<file path="src/rtl/hdmi_packet_pkg.sv">
// Shared packet-type constants and helpers for the HDMI data-island packet path.
package hdmi_packet_pkg;

    typedef logic [7:0] pkt_type_t;

    localparam pkt_type_t PKT_NULL  = 8'h00;
    localparam pkt_type_t PKT_ACR   = 8'h01;
    localparam pkt_type_t PKT_AUDIO = 8'h02;

    localparam int IEC_FRAMES = 192;

    function automatic logic [2:0] popcount4(input logic [3:0] v);
        return 3'(v[0]) + 3'(v[1]) + 3'(v[2]) + 3'(v[3]);
    endfunction

endpackage

</file>
<file path="src/rtl/audio_sample_fifo.sv">
// Synchronous sample FIFO with occupancy count, a peek window of the oldest
// NPEEK entries and a multi-entry pop (1..NPEEK) in a single cycle.
module audio_sample_fifo #(
    parameter int WIDTH = 32,
    parameter int DEPTH = 8,
    parameter int NPEEK = 4,
    localparam int AW   = $clog2(DEPTH),
    localparam int CW   = AW + 1
) (
    input  logic                        clk_i,
    input  logic                        rst_i,
    input  logic                        push_i,
    input  logic [WIDTH-1:0]            push_data_i,
    input  logic                        pop_i,
    input  logic [2:0]                  pop_num_i,
    output logic [CW-1:0]               count_o,
    output logic                        full_o,
    output logic [NPEEK-1:0][WIDTH-1:0] peek_o
);

    logic [WIDTH-1:0] mem_q [DEPTH];
    logic [AW-1:0]    wr_ptr_q, wr_ptr_d;
    logic [AW-1:0]    rd_ptr_q, rd_ptr_d;
    logic [CW-1:0]    count_q, count_d;
    logic             push_ok;

    assign full_o  = (count_q == CW'(DEPTH));
    assign count_o = count_q;
    assign push_ok = push_i && !full_o;

    always_comb begin
        wr_ptr_d = wr_ptr_q + AW'(push_ok);
        rd_ptr_d = pop_i ? rd_ptr_q + AW'(pop_num_i) : rd_ptr_q;
        count_d  = count_q + CW'(push_ok) - (pop_i ? CW'(pop_num_i) : CW'(0));
    end

    always_ff @(posedge clk_i or posedge rst_i) begin
        if (rst_i) begin
            wr_ptr_q <= '0;
            rd_ptr_q <= '0;
            count_q  <= '0;
        end else begin
            wr_ptr_q <= wr_ptr_d;
            rd_ptr_q <= rd_ptr_d;
            count_q  <= count_d;
        end
    end

    // Storage needs no reset: contents are only visible through count-qualified peeks.
    always_ff @(posedge clk_i) begin
        if (push_ok) mem_q[wr_ptr_q] <= push_data_i;
    end

    for (genvar i = 0; i < NPEEK; i++) begin : g_peek
        assign peek_o[i] = mem_q[rd_ptr_q + AW'(i)];
    end

endmodule

</file>
<file path="src/rtl/audio_packet_scheduler.sv">
// Data-island slot arbiter: ACR > audio > (flush) > InfoFrames > Null, with audio FIFO.
// Optional partial-packet flush compiled in with `define HDMI_AUDIO_FLUSH_EN.
module audio_packet_scheduler
    import hdmi_packet_pkg::*;
#(
    parameter int AUDIO_BIT_WIDTH = 16,
    parameter int CHANNELS        = 2,
    parameter int FIFO_DEPTH      = 8,
    parameter int NUM_INFOFRAMES  = 3,
    parameter logic [NUM_INFOFRAMES*8-1:0] INFOFRAME_TYPES = {8'h84, 8'h82, 8'h83},
    parameter int FLUSH_SLOTS     = 2
) (
    input  logic                                clk_pixel,
    input  logic                                reset,
    input  logic                                video_field_end,
    input  logic                                packet_enable,
    input  logic [4:0]                          packet_pixel_counter,
    input  logic                                acr_request,
    input  logic                                sample_valid,
    input  logic [CHANNELS*AUDIO_BIT_WIDTH-1:0] sample_word,
    output logic                                sample_ready,
    output logic [7:0]                          packet_type,
    output logic [8*AUDIO_BIT_WIDTH-1:0]        sample_payload,
    output logic [3:0]                          sample_present,
    output logic                                sample_layout,
    output logic [7:0]                          frame_counter,
    output logic                                sample_dropped
);

    localparam int SW  = CHANNELS * AUDIO_BIT_WIDTH;
    localparam int PW  = 8 * AUDIO_BIT_WIDTH;
    localparam int SPP = (CHANNELS == 8) ? 1 : 4;
    localparam int CW  = $clog2(FIFO_DEPTH) + 1;

    if ((CHANNELS != 2 && CHANNELS != 8) || AUDIO_BIT_WIDTH < 16 || AUDIO_BIT_WIDTH > 24 ||
        FIFO_DEPTH < 4 || (FIFO_DEPTH & (FIFO_DEPTH - 1)) != 0 ||
        NUM_INFOFRAMES < 1 || NUM_INFOFRAMES > 8 || FLUSH_SLOTS < 1) begin : g_bad_cfg
        $error("audio_packet_scheduler: illegal parameter combination");
    end

    logic [CW-1:0]           fifo_cnt;
    logic                    fifo_full;
    logic [SPP-1:0][SW-1:0]  peek;
    logic                    decide, audio_full, send_flush, send_audio, pop;
    logic [2:0]              pop_num;
    logic [PW-1:0]           aud_payload;
    logic [3:0]              aud_present;
    logic                    if_hit;
    logic [NUM_INFOFRAMES-1:0] if_sel;
    pkt_type_t               if_type;

    pkt_type_t               ptype_q, ptype_d;
    logic [PW-1:0]           payload_q, payload_d;
    logic [3:0]              present_q, present_d;
    logic                    acr_pending_q, acr_pending_d;
    logic [NUM_INFOFRAMES-1:0] if_sent_q, if_sent_d;
    logic [7:0]              frame_q, frame_d;
    logic                    dropped_q, dropped_d;
    logic [8:0]              frame_sum;

    audio_sample_fifo #(.WIDTH(SW), .DEPTH(FIFO_DEPTH), .NPEEK(SPP)) u_fifo (
        .clk_i       (clk_pixel),
        .rst_i       (reset),
        .push_i      (sample_valid && !fifo_full),
        .push_data_i (sample_word),
        .pop_i       (pop),
        .pop_num_i   (pop_num),
        .count_o     (fifo_cnt),
        .full_o      (fifo_full),
        .peek_o      (peek)
    );

    assign decide     = packet_enable && !video_field_end;
    assign audio_full = fifo_cnt >= CW'(SPP);

`ifdef HDMI_AUDIO_FLUSH_EN
    localparam int AGEW = $clog2(FLUSH_SLOTS + 1);
    logic [AGEW-1:0] flush_age_q, flush_age_d;
    logic            partial;

    assign partial    = (fifo_cnt != '0) && (fifo_cnt < CW'(4));
    assign send_flush = (CHANNELS == 2) && partial && (flush_age_q >= AGEW'(FLUSH_SLOTS));

    always_comb begin
        flush_age_d = flush_age_q;
        if (fifo_cnt == '0) begin
            flush_age_d = '0;
        end else if (decide) begin
            if (!acr_pending_q && (audio_full || send_flush))
                flush_age_d = '0;
            else if (partial && flush_age_q < AGEW'(FLUSH_SLOTS))
                flush_age_d = flush_age_q + AGEW'(1);
        end
    end

    always_ff @(posedge clk_pixel or posedge reset) begin
        if (reset) flush_age_q <= '0;
        else       flush_age_q <= flush_age_d;
    end
`else
    assign send_flush = 1'b0;
`endif

    assign send_audio = !acr_pending_q && (audio_full || send_flush);
    assign pop        = decide && send_audio;

    always_comb begin
        pop_num = 3'd0;
        if (audio_full)      pop_num = 3'(SPP);
        else if (send_flush) pop_num = fifo_cnt[2:0];
    end

    if (CHANNELS == 8) begin : g_layout1
        // One 8-channel sample: channel pair n already sits at words 2n/2n+1.
        assign aud_payload = peek[0];
        assign aud_present = 4'b1111;
    end else begin : g_layout0
        always_comb begin
            aud_payload = '0;
            aud_present = '0;
            for (int n = 0; n < 4; n++) begin
                if (3'(n) < pop_num) begin
                    aud_payload[n*SW +: SW] = peek[n];
                    aud_present[n]          = 1'b1;
                end
            end
        end
    end

    always_comb begin
        if_hit  = 1'b0;
        if_sel  = '0;
        if_type = PKT_NULL;
        for (int i = NUM_INFOFRAMES - 1; i >= 0; i--) begin
            if (!if_sent_q[i]) begin
                if_hit    = 1'b1;
                if_sel    = '0;
                if_sel[i] = 1'b1;
                if_type   = INFOFRAME_TYPES[(NUM_INFOFRAMES-1-i)*8 +: 8];
            end
        end
    end

    always_comb begin
        ptype_d       = ptype_q;
        payload_d     = payload_q;
        present_d     = present_q;
        acr_pending_d = acr_pending_q | acr_request;
        if_sent_d     = video_field_end ? '0 : if_sent_q;
        dropped_d     = dropped_q | (sample_valid && fifo_full);

        if (packet_enable) begin
            ptype_d   = PKT_NULL;
            payload_d = '0;
            present_d = '0;
            if (decide) begin
                if (acr_pending_q) begin
                    // A request landing on the ACR slot is merged into this one.
                    ptype_d       = PKT_ACR;
                    acr_pending_d = 1'b0;
                end else if (send_audio) begin
                    ptype_d   = PKT_AUDIO;
                    payload_d = aud_payload;
                    present_d = aud_present;
                end else if (if_hit) begin
                    ptype_d   = if_type;
                    if_sent_d = if_sent_q | if_sel;
                end
            end
        end

        frame_sum = {1'b0, frame_q};
        if (packet_pixel_counter == 5'd31 && ptype_q == PKT_AUDIO)
            frame_sum = frame_sum + ((CHANNELS == 8) ? 9'd1 : 9'(popcount4(present_q)));
        frame_d = (frame_sum >= 9'(IEC_FRAMES)) ? 8'(frame_sum - 9'(IEC_FRAMES)) : frame_sum[7:0];
    end

    always_ff @(posedge clk_pixel or posedge reset) begin
        if (reset) begin
            ptype_q       <= PKT_NULL;
            payload_q     <= '0;
            present_q     <= '0;
            acr_pending_q <= 1'b0;
            if_sent_q     <= '0;
            frame_q       <= '0;
            dropped_q     <= 1'b0;
        end else begin
            ptype_q       <= ptype_d;
            payload_q     <= payload_d;
            present_q     <= present_d;
            acr_pending_q <= acr_pending_d;
            if_sent_q     <= if_sent_d;
            frame_q       <= frame_d;
            dropped_q     <= dropped_d;
        end
    end

    assign sample_ready   = !fifo_full;
    assign packet_type    = ptype_q;
    assign sample_payload = payload_q;
    assign sample_present = present_q;
    assign sample_layout  = (CHANNELS == 8);
    assign frame_counter  = frame_q;
    assign sample_dropped = dropped_q;

endmodule

</file>
<file path="config.mk">
export PLATFORM = sky130hd
export DESIGN_NAME = audio_packet_scheduler
export DESIGN_NICKNAME = d
export VERILOG_FILES = /design/src/rtl/hdmi_packet_pkg.sv /design/src/rtl/audio_sample_fifo.sv /design/src/rtl/audio_packet_scheduler.sv
export SDC_FILE = /design/constraint.sdc
export NUM_CORES = 1
export LEC_CHECK = 0
export ABC_CLOCK_PERIOD_IN_PS = 16030
export CAP_MARGIN = 20
export CORE_AREA = 2 2 204 206
export CTS_CLUSTER_DIAMETER = 60
export DETAILED_ROUTE_END_ITERATION = 16
export DIE_AREA = 0 0 206 208
export GPL_TIMING_DRIVEN = 1
export MAX_ROUTING_LAYER = met4
export PLACE_DENSITY_LB_ADDON = 0.25
export SLEW_MARGIN = 15
export SYNTH_ARGS = -nofsm -noshare
export SYNTH_HDL_FRONTEND = slang
export SYNTH_SLANG_ARGS = --single-unit
export TNS_END_PERCENT = 5
</file>
<file path="constraint.sdc">
create_clock -name clk_pixel -period 16.03 [get_ports clk_pixel]
set_input_delay 3.206 -clock clk_pixel [delete_from_list [all_inputs] [get_ports clk_pixel]]
set_output_delay 3.206 -clock clk_pixel [all_outputs]
set_load 0.1 [all_outputs]
</file>
# Yosys cells after proc, flatten, opt, wreduce, memory -nomap -nowiden

Memory sizes are Yosys's and may differ from the RTL's.
Cells that the tools add are included.

Memories: 1
Output and inout port bits: 151
Bits in writable memories: 256
Flip-flop bits (word level): 163
Input port bits: 43

Magnitude comparators: 6
Add/subtract/negate cells: 12
Equality and inequality tests: 3
Reduce and logical (&&, ||, !) cells: 10
Bitwise gates (word level): 3
Multiplexer cells: 42

Memories:

| memory       | depth | width | rd ports | clocked after memory_dff | write ports | RTL line                | text |
|---|---|---|---|---|---|---|---|
| u_fifo.mem_q | 8     | 32    | 4        | 0                        | 1           | audio_sample_fifo.sv:21 | `logic [WIDTH-1:0] mem_q [DEPTH];` |

Operators with widths:

| operator              | count |
|---|---|
| $mux W128             | 3 |
| $mux W32              | 4 |
| $mux W8               | 8 |
| $mux W3               | 11 |
| $mux W1               | 12 |
| $mux W4               | 3 |
| $add A8 B3 Y9         | 1 |
| $ge A9 B8 Y1 const B  | 1 |
| $mux W9               | 1 |
| $eq A8 B2 Y1 const B  | 1 |
| $sub A8 B8 Y8 const B | 1 |
| $logic_and A1 B1 Y1   | 7 |
| $add A3 B1 Y3         | 2 |
| $add A3 B2 Y3 const B | 2 |
| $lt A1 B3 Y1 const A  | 2 |
| $lt A2 B3 Y1 const A  | 2 |
| $eq A5 B5 Y1 const B  | 1 |
| $add A4 B1 Y4         | 1 |
| $eq A4 B4 Y1 const B  | 1 |
| $ge A4 B3 Y1 const B  | 1 |
| $sub A4 B4 Y4         | 1 |
| $add A2 B1 Y3         | 1 |
| $add A3 B1 Y3 const B | 1 |
| $add A3 B3 Y3         | 1 |
| 4 further kinds       | 7 |

# Depth between registers and ports, before layout

Depth in word-level cells: 9
Gate-level depth with buffers: 15
Gate-level depth less buffers: 14

# By module

A second synthesis with hierarchy kept.

Cell total of the unflattened synthesis: 1,266
Area, all modules: 20,240.7 sq um

Modules (own cells, without submodules):

| module                 | cells an instance | area an instance (sq um) | times used | seq. area each (sq um) |
|---|---|---|---|---|
| audio_sample_fifo      | 867               | 14,711.6                 | 1          | 7,937.6 |
| audio_packet_scheduler | 399               | 5,529.1                  | 1          | 3,653.5 |

# Least setup slack after synthesis

No wires, ideal clock.

Kind: in2reg
From: in sample_valid
To: mem u_fifo.mem_q[0][0] (enable)
Data arrival time: 5.782 ns
Path buffers: 0
Required time: 15.569 ns
Setup time: 0.461 ns
Slack: 9.787 ns
Cell stages on the path: 3
Path through: nor2b_1 nand2b_1 nor3_1

Word-level cells in the longest chain between the ends: 4

Ends and longest elaborated chain:

| element                       | RTL line                     | text |
|---|---|---|
| from (decl)                   | audio_packet_scheduler.sv:19 | `input logic sample_valid,` |
| $logic_and A1 B1 Y1           | audio_packet_scheduler.sv:64 | `.push_i (sample_valid && !fifo_full),` |
| $logic_and A1 B1 Y1           | audio_sample_fifo.sv:29      | `assign push_ok = push_i && !full_o;` |
| $mux W1                       | audio_sample_fifo.sv:51      | `if (push_ok) mem_q[wr_ptr_q] <= push_data_i;` |
| $mux W1 (not written as such) | audio_sample_fifo.sv:51      |  |
| to (decl)                     | audio_sample_fifo.sv:21      |  |

No other way between the ends.

# Worst setup path after layout

From: in packet_pixel_counter[3]
To: reg frame_q[6], in the netlist frame_counter[6]

Word-level cells in the longest chain between the ends: 5

Ends and longest elaborated chain:

| element                                       | RTL line                      | text |
|---|---|---|
| from (decl)                                   | audio_packet_scheduler.sv:17  | `input logic [4:0] packet_pixel_counter,` |
| $eq A5 B5 Y1 *                                | audio_packet_scheduler.sv:173 | `if (packet_pixel_counter == 5'd31 && ptype_q == PKT_AUDIO)` |
| $logic_and A1 B1 Y1 *                         | audio_packet_scheduler.sv:173 |  |
| $mux W9 *                                     | audio_packet_scheduler.sv:173 |  |
| $sub A8 B8 Y8 or $ge A9 B8 Y1 (tied branches) | audio_packet_scheduler.sv:175 | `frame_d = (frame_sum >= 9'(IEC_FRAMES)) ? 8'(frame_sum - 9'(IEC_FRAMES)) : frame_sum[7:0];` |
| $mux W8 *                                     | audio_packet_scheduler.sv:175 |  |
| via frame_d[6]                                | audio_packet_scheduler.sv:57  | `logic [7:0] frame_q, frame_d;` |
| to (signal assigned)                          | audio_packet_scheduler.sv:193 | `frame_q <= frame_d;` |
| to (decl)                                     | audio_packet_scheduler.sv:57  |  |

Mark *: on every way through the listed nets, which the timed path passes. The rest lies on a longest branch.
A chain may end at the register's enable or synchronous reset.

==> metrics.txt <==
fin. max-slew vios=0; IO Port Bufs=188; Syn. warnings=0; layout cell share with drive strength beyond 1=0.0899; Switching Share=0.336; Hold WS=about 0.45 ns; DRC=0; EDFF count, synth=256; Worst-Skew Late Latency=~0.55 ns; Max stage delay cell, worst path=clkdlybuf4s50_1; status=finished, final reports clean; GP Congestion=roughly 0.73; CP Launch Type=primary input; Int Pwr=approximately 2100 uW; hold_sp=sample_dropped; total wire length=approximately 34000 um; initial antenna violation count=0; initial drt markers=about 530; Sink Count=about 400; Hold Fails Final Rpt=0; CTS tree=built; CTS root buf=clkbuf_16; fmax=~160 MHz; # Max-Cap Violations=0; Post-Syn Instances=980; I/O pin count=194; most frequent cells after synthesis=edfxtp_1, dfrtp_1, inv_1; nets@finish=~1200; top-count cell post-synth=edfxtp_1; largest net degree at the start of global routing=90; core area=approximately 41000 sq um; clock-pin slew on the worst setup and hold paths=around 0.060 ns; Relative slew margins=0.208; pwr dens=~170 nW/um^2; Yosys cell types=between 40 and 50; H-Tree Depth=2; Tot GR Track Use=0.165; Setup WS pre-CTS=between 9 and 10 ns; vias=~8500; Max stage delay on crit path=0.46 ns; critical path endpoint category=flop; DRT antenna net count=0; critical path class=in -> reg; Area Growth Syn to Fin=25.7%; Hold Crit Depth=1; Post-CTS Setup Inserts=0; Cell Area, Synth=15300 sq um; row count=74; RSZ-0062 raised after global routing=false; Max Clock Skew=between 0.015 and 0.02 ns; Diodes inserted=0; path depth of the worst reg2reg path=13; worst-path cell chain=clkdlybuf4s50_1 -> nand4_1 -> nor3_4 -> and4_2 -> nand2_1 -> or2_2 -> nand2_1 -> ha_1 -> nor4b_1 -> mux2i_1 -> nor4_4 -> a21oi_1 -> a2111oi_2 -> nand3_1; WL/cell=between 15 and 20 um; crit-path max FO=10; Die W=approximately 210 um; Fin Setup TNS=0 ns; Worst Max-Slew Pin Slew=1.19 ns; Vias/cell=~4.9; Starting Density=0.376; Final Setup Violations=0; clk buf depth=3; First-pass DRT Iterations=4; worst r2r src=packet_type[0]; hold-fix buffers at CTS=0; # fillers=3567; Die Height=between 200 and 250 um; Clk pwr share=0.314; combinational fraction of design power=0.258; r2r setup slk=about 13 ns; Req. time, crit path=between 15 and 20 ns; register area share after synthesis=0.756; DIE AREA=about 43000 sq um; Synth top area share=0.504; worst hold path endpoint=sample_dropped; async set or reset register ratio after synthesis=0.376; Pleak=around 0.0073 uW; arrival time at the worst endpoint=6.50 ns; area leader, netlist=edfxtp_1; GRT overflow=0; post-DP HPWL=around 20000 um; Synth Flop Type=edfxtp_1; Tcrit/Tclk final=0.379; first-pass GRT wire length=between 50000 and 60000 um; share of power burned in registers=0.427; post_cts resized=0; final worst path period need=a little over 6 ns; number of global-route vias before repair=a little under 9000; VDD IR max=~0.000094 V; NetSw=about 1100 uW; Area contributors post-synth=edfxtp_1, dfrtp_1, mux2i_1; synthesized area per cell=15.6 sq um; most frequent CP cell=nand2_1; Synth Register Bits=between 400 and 500; setup ws final=about 10 ns; worst flop-to-flop path endpoint=frame_counter[6]; TritonCTS buffer count=44; Worst Hold Class=reg -> reg
[routing by layer]
metal	global-route usage	routed length [um]	up-vias
met4	0.0522	794	0
met5	-	0	-
met1	0.230	16000	4257
li1	-	-	3948
met2	0.249	15800	194
met3	0.0274	1570	64
[stage by stage]
step	instances	area, sq um	total power (uW)	utilization
2_1_floorplan	984	15300	1980	-
3_3_place_gp	1664	17800	2210	0.438
3_5_place_dp	1664	17800	2220	0.438
4_1_cts	1744	19200	3230	0.473
5_1_grt	1744	19200	3320	0.473
6_report	1744	19200	3190	0.473
[power by group through the flow]
stage / logic, uW / registers [uW] / clock network [uW]
finish: 823 / 1360 / 1000
global route: 873 / 1380 / 1070
global placement: 827 / 1380 / 0
detailed placement: 835 / 1380 / 0
floorplan: 352 / 1630 / 0
CTS: 836 / 1360 / 1030
[critical path, delay by kind of cell]
kind | cells | cell delay [ns]
multiplexers | 1 | 0.16
adder cells (fa/ha/maj) | 1 | 0.16
AND/OR/NAND/NOR | 9 | 2.03
AO/OA/AOI/OAI | 2 | 0.48
buffers and inverters | 1 | 0.46
[logic make-up (layout without fill, tap and decap cells)]
family / count (synthesis) / in the layout / share of synthesized area
AO/OA/AOI/OAI: 149 / 149 / 0.0623
XOR/XNOR: 11 / 11 / 0.00631
adder cells (fa/ha/maj): 13 / 13 / 0.0111
buffers and inverters: 197 / 425 / 0.0514
flip-flops: 410 / 410 / 0.756
multiplexers: 132 / 132 / 0.0867
other: 1 / 5 / 0.000246
AND/OR/NAND/NOR: 67 / 67 / 0.0257
[cell usage in the layout, fill, tap and decap left out, drive strengths merged, types with 2 or more instances in the layout]
cell type | Yosys | final
a211oi | 2 | 2
a21o | 2 | 2
a21oi | 2 | 2
a31oi | 3 | 3
and3 | 2 | 2
and4 | 2 | 2
buf | 13 | 17
bufinv | 0 | 2
clkbuf | 43 | 64
clkdlybuf4s50 | 0 | 187
clkinv | 0 | 10
clkinvlp | 0 | 3
conb | 1 | 5
dfrtp | 154 | 154
edfxtp | 256 | 256
ha | 12 | 12
inv | 141 | 142
mux2 | 2 | 2
mux2i | 130 | 130
nand2 | 12 | 12
nand2b | 4 | 4
nand3 | 7 | 7
nand4 | 5 | 5
nor2 | 16 | 16
nor3 | 3 | 3
nor4 | 3 | 3
nor4b | 5 | 5
o21ai | 6 | 6
o22ai | 129 | 129
or2 | 3 | 3
xnor2 | 5 | 5
xor2 | 6 | 6
[cell type report]
cell class,instances,area (sq um),share of cell area
sequential,410,11500,0.601
multi-input combinational,377,3010,0.157
timing repair buffer,204,2000,0.104
clock buffer,64,1290,0.0671
tap,532,666,0.0347
inverter,141,534,0.0278
clock inverter,16,154,0.00802
[state kept, by name (all words and copies together), names as in the netlist]
name	count
frame_counter	8
packet_type	4
sample_payload	128
sample_present	1
u_fifo.count_o	4
u_fifo.rd_ptr_q	1
sample_dropped	1
acr_pending_q	1
u_fifo.mem_q	256
if_sent_q	3
u_fifo.wr_ptr_q	3
[worst max-delay path by stage]
stage                     slack [ns]               startpoint  cells after the start          endpoint
after detailed placement        9.37  packet_pixel_counter[3]                     14  frame_counter[6]
after global placement          9.51  packet_pixel_counter[3]                     14  frame_counter[6]
after floorplan                 8.67                    reset                      1     acr_pending_q
after global routing            9.74  packet_pixel_counter[3]                     14  frame_counter[6]
final                           9.95  packet_pixel_counter[3]                     14  frame_counter[6]
after CTS                       9.97  packet_pixel_counter[3]                     14  frame_counter[6]
(Power assumes the default switching activity.)
